File: src/rtl/grid_wall_renderer_pkg.sv
`default_nettype none
// ============================================================================
// Module  : grid_wall_renderer_pkg
// Brief   : Shared display constants, fill encodings and FSM state type for
//           the maze-wall renderer.
// Rev     : 1.0  initial release
// ============================================================================
package grid_wall_renderer_pkg;

  // RGB565 colours
  localparam logic [15:0] RGB565_BLACK = 16'h0000;
  localparam logic [15:0] RGB565_WHITE = 16'hFFFF;

  // OLED panel geometry
  localparam int OLED_WIDTH  = 96;
  localparam int OLED_HEIGHT = 64;

  // fill_mode encodings
  localparam logic FILL_BORDER = 1'b0;
  localparam logic FILL_FULL   = 1'b1;

  // Bulk-fill state machine
  typedef enum logic [1:0] {
    ST_IDLE   = 2'd0,
    ST_FILL_H = 2'd1,
    ST_FILL_V = 2'd2
  } fill_state_t;

  // True for the first and last index of a lattice dimension
  function automatic logic is_border(input int idx, input int last);
    return (idx == 0) || (idx == last);
  endfunction

endpackage
`default_nettype wire

File: src/rtl/grid_wall_renderer_grid_cell_locator.sv
`default_nettype none
// ============================================================================
// Module  : grid_cell_locator
// Brief   : Combinational pixel -> (in_grid, cell index, in-cell offset)
//           mapping using a constant-compare chain instead of a divider.
// Rev     : 1.0  initial release
// ============================================================================
module grid_cell_locator #(
  parameter int GRID_COLS = 5,
  parameter int GRID_ROWS = 4,
  parameter int CELL_W    = 15,
  parameter int CELL_H    = 15,
  parameter int ORIGIN_X  = 11,
  parameter int ORIGIN_Y  = 2
) (
  input  logic [6:0] x,
  input  logic [6:0] y,
  output logic       in_grid,
  output logic [6:0] cx,
  output logic [6:0] ox,
  output logic [6:0] cy,
  output logic [6:0] oy
);

  // Offsets from the top-left lattice point; a pixel left of or above the
  // origin wraps to a large unsigned value and falls outside the range test.
  logic [7:0] dx;
  logic [7:0] dy;
  logic [6:0] base_x;
  logic [6:0] base_y;

  assign dx = {1'b0, x} - 8'(ORIGIN_X);
  assign dy = {1'b0, y} - 8'(ORIGIN_Y);

  // Range test plus quotient/remainder by walking the multiples of the pitch
  always_comb begin
    in_grid = (dx <= 8'(GRID_COLS * CELL_W)) && (dy <= 8'(GRID_ROWS * CELL_H));
    cx      = '0;
    base_x  = '0;
    for (int i = 1; i <= GRID_COLS; i++) begin
      if (dx >= 8'(i * CELL_W)) begin
        cx     = 7'(i);
        base_x = 7'(i * CELL_W);
      end
    end
    cy      = '0;
    base_y  = '0;
    for (int j = 1; j <= GRID_ROWS; j++) begin
      if (dy >= 8'(j * CELL_H)) begin
        cy     = 7'(j);
        base_y = 7'(j * CELL_H);
      end
    end
    ox = dx[6:0] - base_x;
    oy = dy[6:0] - base_y;
  end

endmodule
`default_nettype wire

File: src/rtl/grid_wall_renderer.sv
`default_nettype none
// ============================================================================
// Module  : grid_wall_renderer
// Brief   : Maze-wall renderer for the 96x64 OLED path. Wall segments live in
//           writable H/V maps; pixels are classified in a 2-stage pipeline.
// Rev     : 1.0  initial release
// ============================================================================
module grid_wall_renderer
  import grid_wall_renderer_pkg::*;
#(
  parameter int          GRID_COLS   = 5,
  parameter int          GRID_ROWS   = 4,
  parameter int          CELL_W      = 15,
  parameter int          CELL_H      = 15,
  parameter int          ORIGIN_X    = 11,
  parameter int          ORIGIN_Y    = 2,
  parameter logic [15:0] WALL_COLOUR = RGB565_BLACK,
  parameter logic [15:0] BG_COLOUR   = RGB565_WHITE
) (
  input  logic        clock,
  input  logic        resetn,
  input  logic        pix_valid,
  input  logic [6:0]  x,
  input  logic [6:0]  y,
  output logic        oled_valid,
  output logic [15:0] oled_data,
  input  logic        wr_valid,
  output logic        wr_ready,
  input  logic        wr_vert,
  input  logic [2:0]  wr_row,
  input  logic [2:0]  wr_col,
  input  logic        wr_bit,
  input  logic        fill_start,
  input  logic        fill_mode,
  output logic        busy
);

  localparam int RW = $clog2(GRID_ROWS + 2);
  localparam logic [GRID_COLS:0] V_BORDER =
    ((GRID_COLS + 1)'(1) << GRID_COLS) | (GRID_COLS + 1)'(1);

  // Segment maps: H has GRID_ROWS+1 lattice rows, V has GRID_ROWS cell rows
  logic [GRID_COLS-1:0] h_map [GRID_ROWS+1];
  logic [GRID_COLS:0]   v_map [GRID_ROWS];

  fill_state_t    state;
  logic [RW-1:0]  row;
  logic           mode_full;
  logic           accept;
  logic [GRID_COLS-1:0] h_fill_row;
  logic [GRID_COLS:0]   v_fill_row;

  // A fill request in the same cycle pre-empts a pending write
  assign wr_ready = !busy;
  assign accept   = wr_valid && wr_ready && !fill_start;

  // Row pattern written by the fill engine for the current row
  always_comb begin
    h_fill_row = (mode_full || is_border(int'(row), GRID_ROWS)) ? {GRID_COLS{1'b1}} : '0;
    v_fill_row = mode_full ? {(GRID_COLS + 1){1'b1}} : V_BORDER;
  end

  // Fill state machine: one H row per cycle, then one V row per cycle
  always_ff @(posedge clock or negedge resetn) begin
    if (!resetn) begin
      state     <= ST_IDLE;
      row       <= '0;
      busy      <= 1'b0;
      mode_full <= 1'b0;
    end else begin
      case (state)
        ST_IDLE: begin
          if (fill_start) begin
            state     <= ST_FILL_H;
            row       <= '0;
            busy      <= 1'b1;
            mode_full <= (fill_mode == FILL_FULL);
          end
        end
        ST_FILL_H: begin
          if (row == RW'(GRID_ROWS)) begin
            state <= ST_FILL_V;
            row   <= '0;
          end else begin
            row <= row + RW'(1);
          end
        end
        ST_FILL_V: begin
          if (row == RW'(GRID_ROWS - 1)) begin
            state <= ST_IDLE;
            row   <= '0;
            busy  <= 1'b0;
          end else begin
            row <= row + RW'(1);
          end
        end
        default: begin
          state <= ST_IDLE;
          row   <= '0;
          busy  <= 1'b0;
        end
      endcase
    end
  end

  // Map storage: reset to border, fill engine has priority over the write port
  always_ff @(posedge clock or negedge resetn) begin
    if (!resetn) begin
      for (int r = 0; r <= GRID_ROWS; r++) begin
        h_map[r] <= is_border(r, GRID_ROWS) ? {GRID_COLS{1'b1}} : '0;
      end
      for (int r = 0; r < GRID_ROWS; r++) begin
        v_map[r] <= V_BORDER;
      end
    end else if (state == ST_FILL_H) begin
      for (int r = 0; r <= GRID_ROWS; r++) begin
        if (row == RW'(r)) h_map[r] <= h_fill_row;
      end
    end else if (state == ST_FILL_V) begin
      for (int r = 0; r < GRID_ROWS; r++) begin
        if (row == RW'(r)) v_map[r] <= v_fill_row;
      end
    end else if (accept) begin
      // Indices outside the map match no entry and are silently dropped
      if (!wr_vert) begin
        for (int r = 0; r <= GRID_ROWS; r++) begin
          for (int c = 0; c < GRID_COLS; c++) begin
            if (wr_row == 3'(r) && wr_col == 3'(c)) h_map[r][c] <= wr_bit;
          end
        end
      end else begin
        for (int r = 0; r < GRID_ROWS; r++) begin
          for (int c = 0; c <= GRID_COLS; c++) begin
            if (wr_row == 3'(r) && wr_col == 3'(c)) v_map[r][c] <= wr_bit;
          end
        end
      end
    end
  end

  // ---------------------------------------------------------------- stage 1
  logic       loc_in_grid;
  logic [6:0] loc_cx, loc_ox, loc_cy, loc_oy;

  grid_cell_locator #(
    .GRID_COLS (GRID_COLS),
    .GRID_ROWS (GRID_ROWS),
    .CELL_W    (CELL_W),
    .CELL_H    (CELL_H),
    .ORIGIN_X  (ORIGIN_X),
    .ORIGIN_Y  (ORIGIN_Y)
  ) u_locator (
    .x       (x),
    .y       (y),
    .in_grid (loc_in_grid),
    .cx      (loc_cx),
    .ox      (loc_ox),
    .cy      (loc_cy),
    .oy      (loc_oy)
  );

  logic       s1_valid;
  logic       s1_in_grid;
  logic       s1_ox_zero;
  logic       s1_oy_zero;
  logic [6:0] s1_cx;
  logic [6:0] s1_cy;

  // Stage 1: register cell indices and on-lattice flags for each pixel
  always_ff @(posedge clock or negedge resetn) begin
    if (!resetn) begin
      s1_valid   <= 1'b0;
      s1_in_grid <= 1'b0;
      s1_ox_zero <= 1'b0;
      s1_oy_zero <= 1'b0;
      s1_cx      <= '0;
      s1_cy      <= '0;
    end else begin
      s1_valid <= pix_valid;
      if (pix_valid) begin
        s1_in_grid <= loc_in_grid;
        s1_ox_zero <= (loc_ox == 7'd0);
        s1_oy_zero <= (loc_oy == 7'd0);
        s1_cx      <= loc_cx;
        s1_cy      <= loc_cy;
      end
    end
  end

  // ---------------------------------------------------------------- stage 2
  logic h_bit;
  logic v_bit;
  logic is_wall;

  // Map lookup against the live maps, so writes land before the S2 read
  always_comb begin
    h_bit = 1'b0;
    v_bit = 1'b0;
    for (int r = 0; r <= GRID_ROWS; r++) begin
      for (int c = 0; c < GRID_COLS; c++) begin
        if (s1_cy == 7'(r) && s1_cx == 7'(c)) h_bit = h_map[r][c];
      end
    end
    for (int r = 0; r < GRID_ROWS; r++) begin
      for (int c = 0; c <= GRID_COLS; c++) begin
        if (s1_cy == 7'(r) && s1_cx == 7'(c)) v_bit = v_map[r][c];
      end
    end
    is_wall = s1_in_grid &&
              ((s1_ox_zero && s1_oy_zero) ||
               (s1_oy_zero && h_bit) ||
               (s1_ox_zero && v_bit));
  end

  // Stage 2: register colour; hold the last colour on idle cycles
  always_ff @(posedge clock or negedge resetn) begin
    if (!resetn) begin
      oled_valid <= 1'b0;
      oled_data  <= '0;
    end else begin
      oled_valid <= s1_valid;
      if (s1_valid) oled_data <= is_wall ? WALL_COLOUR : BG_COLOUR;
    end
  end

endmodule
`default_nettype wire
File: config.mk
export PLATFORM = sky130hd
export DESIGN_NAME = grid_wall_renderer
export DESIGN_NICKNAME = d
export VERILOG_FILES = /design/src/rtl/grid_wall_renderer_pkg.sv /design/src/rtl/grid_wall_renderer_grid_cell_locator.sv /design/src/rtl/grid_wall_renderer.sv
export SDC_FILE = /design/constraint.sdc
export NUM_CORES = 1
export LEC_CHECK = 0
export CAP_MARGIN = 20
export CORE_MARGIN = 2
export CORE_UTILIZATION = 60
export CTS_BUF_LIST = sky130_fd_sc_hd__clkbuf_16
export DETAILED_ROUTE_END_ITERATION = 7
export GPL_ROUTABILITY_DRIVEN = 1
export HOLD_SLACK_MARGIN = 0.15
export PLACE_DENSITY = 0.81
export SLEW_MARGIN = 20
export SYNTH_ARGS = -nofsm -noshare
export SYNTH_HDL_FRONTEND = slang
export SYNTH_HIERARCHICAL = 1
export SYNTH_SLANG_ARGS = --single-unit
File: constraint.sdc
create_clock -name clock -period 3.2 [get_ports clock]
set_input_delay 0.32 -clock clock [delete_from_list [all_inputs] [get_ports clock]]
set_output_delay 0.32 -clock clock [all_outputs]
set_load 0.01 [all_outputs]
== Yosys cells after proc, flatten, opt, wreduce, memory -nomap -nowiden ==
Index checks and enable logic that the tools add are counted.

* Memory bits (read-only): 0
* Memories kept: 0
* Logic and storage cells: 425
* Input port bits: 28
* Bits in latches: 0
* Memory bits (writable): 0
* Flip-flop bits (word level): 91
* Output and inout bits: 19

* Muxes and demuxes: 126
* Div/mod/pow operators: 0
* Bitwise operators: 1
* Add/sub/neg operators: 5
* Equal/unequal tests: 37
* Reductions and logical operators: 184
* Magnitude comparators: 11
* Shift-type cells: 0
* Multiply operators: 0

{| class="wikitable"
|+ Operator list
! kind !! number
|-
| AND reduction 5 bit || 49
|-
| nonzero test 2 bit || 52
|-
| 2-to-1 mux 25 bit || 4
|-
| 2-to-1 mux 1 bit || 82
|-
| 2-to-1 mux 24 bit || 3
|-
| logical AND 1 bit || 65
|-
| 2-to-1 mux 6 bit || 8
|-
| 2-to-1 mux 5 bit || 9
|-
| greater-or-equal comparator 8 x 6 -> 1 bit, second input constant || 4
|-
| == test 7 x 2 -> 1 bit, second input constant || 4
|-
| zero test 7 bit || 4
|-
| == test 7 x 3 -> 1 bit, second input constant || 3
|-
| == test 3 x 2 -> 1 bit, second input constant || 6
|-
| 2-to-1 mux 3 bit || 6
|-
| greater-or-equal comparator 8 x 4 -> 1 bit, second input constant || 2
|-
| greater-or-equal comparator 8 x 5 -> 1 bit, second input constant || 2
|-
| 2-to-1 mux 16 bit || 1
|-
| != test 2 bit, second input constant || 8
|-
| == test 3 bit, second input constant || 5
|-
| == test 7 x 1 -> 1 bit, second input constant || 2
|-
| 2-to-1 mux 2 bit || 7
|-
| zero test 3 bit || 4
|-
| == test 3 x 1 -> 1 bit, second input constant || 3
|-
| case mux 3 bit (3 select lines) || 1
|-
| 21 further kinds || 30
|}

== Longest topological paths before layout ==
* Word-level depth: 32
* Mapped depth: 19
* Depth with buffers taken out: 19

== Modules after synthesis ==
The synthesis kept the hierarchy.

{| class="wikitable"
|+ Modules (own cells, without submodules)
! module !! cells an instance !! times used !! area each (sq um) !! sequential area each (sq um)
|-
| grid_wall_renderer || 495 || 1 || 4657.0 || 1924.3
|-
| grid_cell_locator || 170 || 1 || 1238.7 || 0.0
|}

== Worst setup path after synthesis ==
No wires, ideal clock.

* Kind: input -> register
* Start: in y[1]
* End: reg s1_oy_zero
* Arrival time: 3272 ps
* Setup slack: -155 ps
* Buffers on the path: 0
* Stages on the path: 18
* Cells stage by stage: nor3_2 nor3b_1 xor2_1 or2_2 a21o_1 a211oi_1 ha_1 inv_1 fa_1 a21oi_1 nor2_1 nor2_1 o21bai_1 a21oi_1 xor2_1 nor4_1 nand3_1 o21ai_0

* Word-level cells in the longest chain between the ends: 8
* Elaborated cells between the ends (all ways): 11
* Classes of those cells: add/sub: 2; order compare: 4; mux: 4; reduce/logical: 1

{| class="wikitable"
|+ RTL lines
! what !! line !! text
|-
| start: declaration || grid_wall_renderer.sv:24 || <nowiki>input logic [6:0] y,</nowiki>
|-
| subtractor 7 x 2 -> 8 bit * || grid_wall_renderer_grid_cell_locator.sv:33 || <nowiki>assign dy = {1'b0, y} - 8'(ORIGIN_Y);</nowiki>
|-
| greater-or-equal comparator 8 x 4 -> 1 bit || grid_wall_renderer_grid_cell_locator.sv:49 || <nowiki>if (dy >= 8'(j * CELL_H)) begin</nowiki>
|-
| 2-to-1 mux 4 bit || grid_wall_renderer_grid_cell_locator.sv:49 ||
|-
| 2-to-1 mux 5 bit || grid_wall_renderer_grid_cell_locator.sv:49 ||
|-
| 2-to-1 mux 6 bit (2 in a row) || grid_wall_renderer_grid_cell_locator.sv:49 ||
|-
| subtractor 7 x 6 -> 7 bit * || grid_wall_renderer_grid_cell_locator.sv:55 || <nowiki>oy = dy[6:0] - base_y;</nowiki>
|-
| net loc_oy[6] || grid_wall_renderer.sv:143 || <nowiki>logic [6:0] loc_cx, loc_ox, loc_cy, loc_oy;</nowiki>
|-
| zero test 7 bit * || grid_wall_renderer.sv:183 || <nowiki>s1_oy_zero <= (loc_oy == 7'd0);</nowiki>
|-
| end signal: assignment || grid_wall_renderer.sv:183 ||
|-
| end: declaration || grid_wall_renderer.sv:165 || <nowiki>logic s1_oy_zero;</nowiki>
|}

The timed path passes the listed nets; every way through them passes the cells marked *.
A chain may end at the register's enable or synchronous reset.

== Final worst setup path ==
* Start: in x[0]
* End: reg s1_ox_zero

* Word-level cells in the longest chain between the ends: 9
* Elaborated cells between the ends (all ways): 13
* Classes of those cells: add/sub: 2; order compare: 5; mux: 5; reduce/logical: 1

{| class="wikitable"
|+ RTL lines
! what !! line !! text
|-
| start: declaration || grid_wall_renderer.sv:23 || <nowiki>input logic [6:0] x,</nowiki>
|-
| subtractor 7 x 4 -> 8 bit * || grid_wall_renderer_grid_cell_locator.sv:32 || <nowiki>assign dx = {1'b0, x} - 8'(ORIGIN_X);</nowiki>
|-
| greater-or-equal comparator 8 x 4 -> 1 bit || grid_wall_renderer_grid_cell_locator.sv:41 || <nowiki>if (dx >= 8'(i * CELL_W)) begin</nowiki>
|-
| 2-to-1 mux 4 bit || grid_wall_renderer_grid_cell_locator.sv:41 ||
|-
| 2-to-1 mux 5 bit || grid_wall_renderer_grid_cell_locator.sv:41 ||
|-
| 2-to-1 mux 6 bit (2 in a row) || grid_wall_renderer_grid_cell_locator.sv:41 ||
|-
| 2-to-1 mux 7 bit || grid_wall_renderer_grid_cell_locator.sv:41 ||
|-
| subtractor 7 bit * || grid_wall_renderer_grid_cell_locator.sv:54 || <nowiki>ox = dx[6:0] - base_x;</nowiki>
|-
| net loc_ox[5] || grid_wall_renderer.sv:143 ||
|-
| zero test 7 bit * || grid_wall_renderer.sv:182 || <nowiki>s1_ox_zero <= (loc_ox == 7'd0);</nowiki>
|-
| end signal: assignment || grid_wall_renderer.sv:182 ||
|-
| end: declaration || grid_wall_renderer.sv:164 || <nowiki>logic s1_ox_zero;</nowiki>
|}

Marked as above.

==> impl_metrics.prom <==
# TYPE chip_impl_metric gauge
chip_impl_metric{name="ys_async_sr_fraction",unit=""} 1.00
chip_impl_metric{name="layout-drive-gt1-share",unit=""} 0.304
chip_impl_metric{name="final_antenna_net_count",unit=""} 0
chip_impl_metric{name="worst_pin_slew",unit="ps"} 944
chip_impl_metric{name="largest_net_degree_at_the_start_of_global_routing",unit=""} 77
chip_impl_metric{name="n_fill_cell",unit=""} 661
chip_impl_info{name="grt_setup_unrepaired",value="yes"} 1
chip_impl_metric{name="post_synth.cell_area_avg",unit="um^2"} 8.87
chip_impl_metric{name="fp.coreArea",unit="um^2"} 9640
chip_impl_metric{name="synthDistinctLibCells",unit=""} 78
chip_impl_metric{name="num_io_pins",unit=""} 47
chip_impl_metric{name="report.final.hold_viol_count",unit=""} 0
chip_impl_metric{name="die-width",unit="um"} 103
chip_impl_metric{name="placementRows",unit=""} 36
chip_impl_metric{name="setup_tns",unit="ps"} 0
chip_impl_info{name="layout_common_cells",value="sky130_fd_sc_hd__nor2_1, sky130_fd_sc_hd__buf_4, sky130_fd_sc_hd__mux2_2, sky130_fd_sc_hd__dfrtp_1, sky130_fd_sc_hd__a21oi_1"} 1
chip_impl_metric{name="clock.fmax",unit="GHz"} 0.317
chip_impl_info{name="critPathLaunchType",value="primary input"} 1
chip_impl_metric{name="clk-insertion-delay-late",unit="ps"} 340
chip_impl_metric{name="power.ir.vdd_worst",unit="V"} 0.000450
chip_impl_metric{name="route.detailed.wl_per_inst",unit="um"} 17.5
chip_impl_metric{name="detail_route.vias_per_cell",unit=""} 6.18
chip_impl_metric{name="leakage",unit="nW"} 3.13
chip_impl_info{name="critical_path.reg2reg.startpoint",value="s1_cy[3]$_DFFE_PN0P_"} 1
chip_impl_metric{name="clk_pin_slew_worst_paths",unit="ps"} 60
chip_impl_metric{name="cts-hold-fix-buffers",unit=""} 0
chip_impl_metric{name="p_total",unit="mW"} 4.77
chip_impl_metric{name="drt_iter0_markers",unit=""} 606
chip_impl_metric{name="drc_errors",unit=""} 0
chip_impl_metric{name="synth_enable_flop_cells",unit=""} 0
chip_impl_metric{name="numPortBuffers",unit=""} 46
chip_impl_info{name="cp_slowest_cell",value="sky130_fd_sc_hd__a311o_1"} 1
chip_impl_metric{name="route.final.wire_length",unit="um"} 15800
chip_impl_metric{name="final-setup-viol-count",unit=""} 0
chip_impl_metric{name="synthToLayoutAreaGrowth",unit="%"} 24.7
chip_impl_info{name="critical_path_launch_point",value="x[0]"} 1
chip_impl_metric{name="grt_pass1_vias",unit=""} 5299
chip_impl_info{name="endpoint_kind",value="register"} 1
chip_impl_metric{name="combined_area_of_all_synthesized_cells",unit="um^2"} 5900
chip_impl_metric{name="die_height",unit="um"} 103
chip_impl_metric{name="worst_slew_margin_rel",unit=""} 0.371
chip_impl_metric{name="layout.core_utilization",unit=""} 0.762
chip_impl_metric{name="worstPathMaxFanout",unit=""} 7
chip_impl_metric{name="critical-path-max-stage-delay",unit="ps"} 350
chip_impl_info{name="critical_path.cell_chain",value="buf_8 > ha_4 > o211a_1 > a211oi_4 > o21ai_2 > a31o_1 > a311o_1 > a21oi_2 > ha_2 > nor2b_1 > o21ai_1 > nand2b_1 > a21o_1 > a21oi_2 > xor2_1 > nor4_2 > nand3_1 > o21ai_1"} 1
chip_impl_metric{name="ff_to_ff_setup_slack",unit="ps"} 510
chip_impl_metric{name="clock_sink_count",unit=""} 76
chip_impl_metric{name="total_clock_buffers_created_by_cts",unit=""} 9
chip_impl_metric{name="max_cap_viol_count",unit=""} 0
chip_impl_metric{name="max-clock-path-buffers",unit=""} 2
chip_impl_info{name="cts.root.buffer_cell",value="sky130_fd_sc_hd__clkbuf_16"} 1
chip_impl_metric{name="timing.clock.skew",unit="ps"} 5.18
chip_impl_metric{name="htreeDepth",unit=""} 3
chip_impl_info{name="layout.cells.most_common",value="sky130_fd_sc_hd__nor2_1"} 1
chip_impl_info{name="synth_flop_cell",value="sky130_fd_sc_hd__dfrtp_1"} 1
chip_impl_info{name="cts_tree",value="built"} 1
chip_impl_metric{name="synth.yosys.seq_area_share",unit=""} 0.326
chip_impl_metric{name="initial_utilization",unit=""} 0.612
chip_impl_metric{name="synth_cells",unit=""} 665
chip_impl_metric{name="final.period_utilization",unit=""} 0.987
chip_impl_info{name="hold_path_class",value="primary input to async pin"} 1
chip_impl_metric{name="final_period_minus_worst_setup_slack",unit="ps"} 3160
chip_impl_info{name="status",value="completed"} 1
chip_impl_metric{name="first_drt_pass_iteration_count",unit=""} 7
chip_impl_metric{name="grt_pass1_wl",unit="um"} 25200
chip_impl_metric{name="detailroute.via_count",unit=""} 5571
chip_impl_metric{name="die-area",unit="um^2"} 10600
chip_impl_metric{name="worst-endpoint-arrival",unit="ps"} 3410
chip_impl_metric{name="design.final.nets",unit=""} 821
chip_impl_info{name="critical_path_class",value="primary input to register"} 1
chip_impl_metric{name="grt.total_usage",unit=""} 0.301
chip_impl_metric{name="antenna_cells",unit=""} 0
chip_impl_metric{name="timing.final.max_slew_violations",unit=""} 0
chip_impl_metric{name="antenna_found_initial",unit=""} 0
chip_impl_metric{name="synth.yosys.warnings",unit=""} 6
chip_impl_metric{name="global_route.overflow_total",unit=""} 0
chip_impl_metric{name="ys_ff_latch",unit=""} 76
chip_impl_metric{name="power_density",unit="nW/um^2"} 650
chip_impl_metric{name="routabilityCongestion",unit=""} 0.983
chip_impl_metric{name="detailedPlacementHpwl",unit="um"} 11000
chip_impl_metric{name="worst-endpoint-required",unit="ps"} 3450
## logic make-up (layout without fill, tap and decap cells)
group	after synthesis	after routing	share of synthesized area
AND/OR/NAND/NOR	222	222	0.192
AO/OA/AOI/OAI	174	174	0.192
buffers and inverters	81	178	0.0751
flip-flops	76	76	0.326
multiplexers	64	64	0.123
adder cells (fa/ha/maj)	29	29	0.0641
XOR/XNOR	18	18	0.0267
other	1	8	0.000636
## worst paths after layout
check / to / cells after the start
worst max-delay path: s1_ox_zero$_DFFE_PN0P_ / 18
worst min-delay path: state[0]$_DFFE_PN0P_ / 1
worst max register to register: oled_data[14]$_DFFE_PN0P_ / 7
worst min register to register: oled_valid$_DFF_PN0_ / 0
max in group asynchronous: v_map[21]$_DFFE_PN0P_ / 1
min in group clock: oled_valid$_DFF_PN0_ / 0
## report_power, final
part	internal [mW]	total, mW	switching [mW]
sequential	1.39	1.65	0.266
clock	0.687	1.11	0.422
combinational	0.939	2.01	1.07
## registers in the layout, summed over array words and instances (netlist names)
signal      flops
h_map          25
s1_valid        1
s1_cy           7
s1_in_grid      1
s1_ox_zero      1
busy            1
v_map          24
state           2
oled_data       1
s1_cx           7
oled_valid      1
mode_full       1
s1_oy_zero      1
row             3
## metrics by stage
stage	cells	cell area, um^2	hold WS, ps	setup slack (ps)
after global routing	902	7350	195	-118
final	902	7350	110	42.5
after floorplan	672	5980	24.4	23.2
after global placement	874	6830	439	-596
after detailed placement	874	6830	446	-786
after CTS	896	7250	161	6.68
## metal layers
layer,up-vias,share of wire,track usage
met5,-,0,0
met4,0,0.029,0.100
met3,57,0.074,0.0556
met2,275,0.49,0.500
met1,2664,0.41,0.399
li1,2575,-,-
## worst max-delay path: cells and delay by family
| family | cells | cell delay, ps |
|---|---|---|
| buf+inv | 1 | 100 |
| simple gates | 4 | 570 |
| xor+xnor | 1 | 100 |
| compound gates | 10 | 1920 |
| fa+ha+maj | 2 | 390 |
## cell usage after synthesis, drive strengths merged, types with 3 or more instances
library cell | n | area (um^2)
a211oi | 7 | 70.1
a21o | 11 | 82.6
a21oi | 46 | 230
a22o | 3 | 26.3
a31oi | 12 | 75.1
and2 | 7 | 45.1
and3b | 3 | 26.3
buf | 27 | 210
clkbuf | 23 | 116
dfrtp | 58 | 1450
dfstp | 18 | 473
ha | 27 | 338
inv | 30 | 113
mux2 | 58 | 653
mux2i | 5 | 50.1
nand2 | 35 | 131
nand2b | 10 | 62.6
nand3 | 12 | 60.1
nand3b | 3 | 22.5
nand4 | 4 | 25.0
nor2 | 86 | 323
nor2b | 10 | 62.6
nor3 | 15 | 80.1
nor3b | 8 | 60.1
nor4 | 6 | 43.8
o21a | 4 | 30.0
o21ai | 45 | 229
o21bai | 3 | 22.5
o22a | 8 | 70.1
o22ai | 6 | 37.5
or2 | 4 | 25.0
or3 | 7 | 50.1
or3b | 5 | 43.8
xnor2 | 9 | 78.8
xor2 | 9 | 78.8
## repair_timing
item / CTS / global route
setup endpoints to repair: 2 / 2
gates resized for setup: 36 / 26
pin swaps: 21 / 30
setup buffers: 6 / 6
## final cells by class
type / instances / area, um^2 / share of cell area
Clock inverter: 7 / 97.6 / 0.0133
Sequential cell: 76 / 1920 / 0.262
Timing Repair Buffer: 131 / 1080 / 0.147
Tap cell: 133 / 166 / 0.0226
Multi-Input combinational cell: 515 / 3740 / 0.509
Inverter: 31 / 116 / 0.0158
Clock buffer: 9 / 225 / 0.0306
(Power assumes the default switching activity.)
